### src/rtl/addsub_pkg.sv
// Shared definitions for the DE10-Lite adder/subtractor control stage:
// default operand width and the FSM states, encoded as they appear on LEDR.
package addsub_pkg;

   localparam int DEFAULT_WIDTH = 4;

   localparam logic [1:0] LED_WAIT_A = 2'b00;
   localparam logic [1:0] LED_WAIT_B = 2'b01;
   localparam logic [1:0] LED_CALC   = 2'b10;
   localparam logic [1:0] LED_SHOW   = 2'b11;

   typedef enum logic [1:0] {
      WAIT_A = LED_WAIT_A,
      WAIT_B = LED_WAIT_B,
      CALC   = LED_CALC,
      SHOW   = LED_SHOW
   } state_t;

endpackage

### src/rtl/key_debouncer.sv
// Synchronizes and debounces the active-low pushbutton and emits a one-cycle
// pulse on each accepted press (accepted level 1 -> 0).
module key_debouncer #(
   parameter int DEBOUNCE_CYCLES = 500000
) (
   input  logic clk,
   input  logic rst_n,
   input  logic key_n,
   output logic press
);

   localparam int CW = $clog2(DEBOUNCE_CYCLES + 1);
   localparam logic [CW-1:0] LAST_COUNT = CW'(DEBOUNCE_CYCLES - 1);

   logic          sync1;
   logic          sync2;
   logic          accepted;
   logic          armed;
   logic [CW-1:0] count;

   // armed stays low until the key has been seen released after reset, so a key
   // held through reset deassertion can never produce a press.
   always_ff @(posedge clk) begin
      if (!rst_n) begin
         sync1    <= 1'b0;
         sync2    <= 1'b0;
         accepted <= 1'b1;
         armed    <= 1'b0;
         count    <= '0;
         press    <= 1'b0;
      end else begin
         sync1 <= key_n;
         sync2 <= sync1;
         armed <= armed | sync2;
         press <= 1'b0;
         if (sync2 == accepted) begin
            count <= '0;
         end else if (count == LAST_COUNT) begin
            count    <= '0;
            accepted <= sync2;
            press    <= armed & accepted & ~sync2;
         end else begin
            count <= count + 1'b1;
         end
      end
   end

endmodule

### src/rtl/addsub_operand_sequencer.sv
// Operator-facing sequencer: captures A, then B and the operation on successive
// debounced key presses, and holds a registered sign/magnitude/carry result.
module addsub_operand_sequencer
   import addsub_pkg::*;
#(
   parameter int WIDTH           = DEFAULT_WIDTH,
   parameter int DEBOUNCE_CYCLES = 500000
) (
   input  logic             clk,
   input  logic             rst_n,
   input  logic             key_n,
   input  logic [WIDTH-1:0] sw_operand,
   input  logic             sw_sub,
   output logic [WIDTH-1:0] result_mag,
   output logic             result_neg,
   output logic             carry_out,
   output logic             result_valid,
   output logic [1:0]       led_state
);

   state_t           state;
   logic [WIDTH-1:0] a_reg;
   logic [WIDTH-1:0] b_reg;
   logic             op_sub;
   logic             press;

   logic [WIDTH:0]   sum;
   logic [WIDTH-1:0] diff_ab;
   logic [WIDTH-1:0] diff_ba;
   logic             a_lt_b;

   key_debouncer #(
      .DEBOUNCE_CYCLES(DEBOUNCE_CYCLES)
   ) u_key_debouncer (
      .clk  (clk),
      .rst_n(rst_n),
      .key_n(key_n),
      .press(press)
   );

   // Subtraction is reported as sign plus magnitude, never as a wrapped value.
   assign sum     = {1'b0, a_reg} + {1'b0, b_reg};
   assign diff_ab = a_reg - b_reg;
   assign diff_ba = b_reg - a_reg;
   assign a_lt_b  = (a_reg < b_reg);

   assign led_state = state;

   always_ff @(posedge clk) begin
      if (!rst_n) begin
         state        <= WAIT_A;
         a_reg        <= '0;
         b_reg        <= '0;
         op_sub       <= 1'b0;
         result_mag   <= '0;
         result_neg   <= 1'b0;
         carry_out    <= 1'b0;
         result_valid <= 1'b0;
      end else begin
         case (state)
            WAIT_A: begin
               if (press) begin
                  a_reg <= sw_operand;
                  state <= WAIT_B;
               end
            end
            WAIT_B: begin
               if (press) begin
                  b_reg  <= sw_operand;
                  op_sub <= sw_sub;
                  state  <= CALC;
               end
            end
            CALC: begin
               if (op_sub) begin
                  result_mag <= a_lt_b ? diff_ba : diff_ab;
                  result_neg <= a_lt_b;
                  carry_out  <= 1'b0;
               end else begin
                  result_mag <= sum[WIDTH-1:0];
                  result_neg <= 1'b0;
                  carry_out  <= sum[WIDTH];
               end
               result_valid <= 1'b1;
               state        <= SHOW;
            end
            SHOW: begin
               if (press) begin
                  result_valid <= 1'b0;
                  state        <= WAIT_A;
               end
            end
            default: state <= WAIT_A;
         endcase
      end
   end

endmodule

### config.mk
export PLATFORM = sky130hd
export DESIGN_NAME = addsub_operand_sequencer
export DESIGN_NICKNAME = d
export VERILOG_FILES = /design/src/rtl/addsub_pkg.sv /design/src/rtl/key_debouncer.sv /design/src/rtl/addsub_operand_sequencer.sv
export SDC_FILE = /design/constraint.sdc
export NUM_CORES = 1
export LEC_CHECK = 0
export ABC_AREA = 1
export CAP_MARGIN = 5
export CORE_ASPECT_RATIO = 0.7
export CORE_UTILIZATION = 35
export CTS_BUF_LIST = sky130_fd_sc_hd__clkbuf_2
export DETAILED_ROUTE_END_ITERATION = 10
export PLACE_DENSITY_LB_ADDON = 0.12
export SKIP_CTS_REPAIR_TIMING = 1
export SLEW_MARGIN = 15
export SYNTH_ARGS = -nofsm -noshare
export SYNTH_HDL_FRONTEND = slang
export SYNTH_SLANG_ARGS = --single-unit
export TNS_END_PERCENT = 20
### constraint.sdc
create_clock -name clk -period 2.5 [get_ports clk]
set_input_delay 0.5 -clock clk [delete_from_list [all_inputs] [get_ports clk]]
set_output_delay 0.5 -clock clk [all_outputs]
set_load 0.05 [all_outputs]
==> run metrics <==
clock sinks=42; Antenna diodes=0; Crit path largest cell delay=0.82 ns; adder-cell area share of the yosys netlist=12.5%; Total Wirelength=4.87 mm; Final min period=2.14 ns; WP buf/inv=1; Pwr Density=573 mW/mm^2; worst slack at placement=0.566 ns; largest net degree at the start of global routing=20; cell family with most CP delay=buffers and inverters; DR pass1 iterations=4; hold path endpoint=u_key_debouncer.sync2; Synth-to-Final Area Change=13.1%; worst setup margin=0.357 ns; Netlist cell types=31; Required @ worst endpoint=2.00 ns; Site Rows=24; first-pass GRT wire length=8.64 mm; worst hold path startpoint=u_key_debouncer.sync1; Worst Setup End Kind=output port; final net count=349; DRT iter0 DRCs=149; R2R depth=13; Reg with most FFs=u_key_debouncer.count; antenna violations before repair=0; Synth Area in Compound Gates=10.1%; CTS H-tree depth=2; Final Skew=0.0212 ns; Die Height=69.7 microns; Total GRT Usage=16.0%; drt via density=4.70; ys flop type=dfxtp_1; max cap viols=0; Pleak=0.975 nW; Simple-Gate Fraction of Synth Area=29.6%; die width=98.6 microns; core area=0.00628 sq mm; Clock transition at path regs=0.21 ns; class of the worst hold path=reg2reg; CP max FO=4; multi-input combinational cell area=0.00128 sq mm; Worst VDD drop=0.244 mV; GR Overflow Total=0; gpl congestion=0.835; post-synthesis mux area share=0%; Crit Reg-Reg Startpoint=a_reg[0]; Post-Synth XOR/XNOR Area=3.83%; endpoints failing hold=0; # setup viols final=0; Slew HR=67.1%; Mapped Area=0.00229 sq mm; CTS Buf Count=5; drc violations=0; Fill cells=647; worst-skew pair later-pin latency=0.39 ns; syn_area_per_cell=7.60 sq um; final period utilization=85.7%; Die ar.=0.00687 sq mm; CTS tree=done; Post-synth EDFFs=0; CP max stage cell=clkdlybuf4s50_1; total negative slack=0 ns; RSZ-0062 raised after global routing=false; fraction of layout instances using a drive strength above 1=6.85%; maximum clock rate=467 MHz; worst hold slack=0.402 ns; Slew @ Worst Pin=0.492 ns; critical-path cell list=clkdlybuf4s50_1; status=complete, no violations; Reg area=841 sq um; share of synthesized registers carrying an async set or reset=0%; hold path depth=2; wire length per cell=12.2 microns; Reg2Reg Setup Slack=0.56 ns; RR Endpoint=result_mag[3]; Clock Path Buffers=2; #FFs+latches synth=42; Root Buffer=clkbuf_2; Crit Path Class=reg2out; port bufs=16; # IOs=17; vias after detailed routing=1874; warnings from Yosys=0; Post-Syn Instances=301; critical path launch point type=flop; critical path arrival=1.64 ns; Syn Nets=330; Largest register FFs=19; Post-DRT Antenna Nets=0; DP HPWL=3.82 mm; combinational family with the most area after synthesis=simple AND/OR/NAND/NOR gates; register area share after synthesis=36.7%; fin. max-slew vios=0; Initial Util=36.5%; vias in the first global route=1754
-- area by class of cell --
class / instances / share of cell area [%]
Clock inverter: 1 / 1.16
Sequential cell: 42 / 32.5
Multi-Input combinational cell: 218 / 49.5
Inverter: 36 / 5.22
Timing Repair Buffer: 17 / 6.48
Clock buffer: 7 / 1.35
Tap cell: 78 / 3.77
-- worst max path at each step --
stage,startpoint,endpoint,slack (ns),cells past startpoint
global placement,a_reg[1],result_mag[3],0.63,12
floorplan,a_reg[1],result_mag[3],0.78,12
global route,led_state[0],led_state[0],0.24,1
finish,led_state[0],led_state[0],0.36,1
CTS,led_state[0],led_state[0],0.30,1
detailed placement,a_reg[1],result_mag[3],0.57,12
-- per-layer routing --
layer  vias to the layer above  share of wire, %  GRT usage (%)
met2                        28                35           20.1
li1                       1012                 -              -
met1                       829                59           26.1
met4                         0              0.94           4.48
met5                         -                 0              0
met3                         5               4.3           3.63
-- layout by cell type, fill, tap and decap left out, types with 2 or more instances in the layout --
cell type | netlist | routed
clkdlybuf4s50_1 | 0 | 16
xor2_1 | 3 | 3
nand2_1 | 59 | 59
inv_2 | 2 | 2
nor3_1 | 11 | 11
nand4_1 | 8 | 8
inv_1 | 34 | 34
xnor2_1 | 7 | 7
a21oi_1 | 23 | 23
nand3_1 | 16 | 16
nor3_2 | 3 | 3
nand3b_1 | 2 | 2
fa_1 | 3 | 3
or2_2 | 2 | 2
clkbuf_2 | 0 | 7
dfxtp_1 | 42 | 42
nor2_1 | 37 | 37
o211ai_1 | 2 | 2
o21ai_0 | 14 | 14
ha_1 | 18 | 18
-- report_power, final --
| part | total [mW] | leakage [nW] | internal (mW) | switching, mW |
|---|---|---|---|---|
| clock | 0.400 | 0.0432 | 0.178 | 0.222 |
| sequential | 0.737 | 0.340 | 0.708 | 0.0289 |
| combinational | 0.344 | 0.592 | 0.118 | 0.226 |
-- tightest hold or removal path, stage by stage, from the launching register on --
cell and delay [ns]:
dfxtp_1 0.33, nand2_1 0.05, inv_1 0.03
-- cells in the mapped netlist, drive strengths merged (7+ instances only) --
cell	number	area, sq um
a21oi	24	124
dfxtp	42	841
ha	18	225
inv	36	135
nand2	59	221
nand3	18	108
nand4	8	50.1
nor2	37	139
nor3	15	101
o21ai	14	70.1
xnor2	7	61.3
-- per-stage QoR --
step / utilization [%] / instance area (sq um) / cells / total power [mW]
floorplan: - / 2290 / 301 / 0.992
global placement: 40.2 / 2520 / 391 / 1.10
detailed placement: 40.2 / 2520 / 391 / 1.10
CTS: 41.2 / 2590 / 399 / 1.51
global route: 41.2 / 2590 / 399 / 1.57
finish: 41.2 / 2590 / 399 / 1.48
-- cells by family after synthesis --
family / Yosys count
flip-flops: 42
XOR/XNOR: 10
adder cells (fa/ha/maj): 21
AO/OA/AOI/OAI: 43
AND/OR/NAND/NOR: 144
buffers and inverters: 41
(Power assumes the default switching activity.)
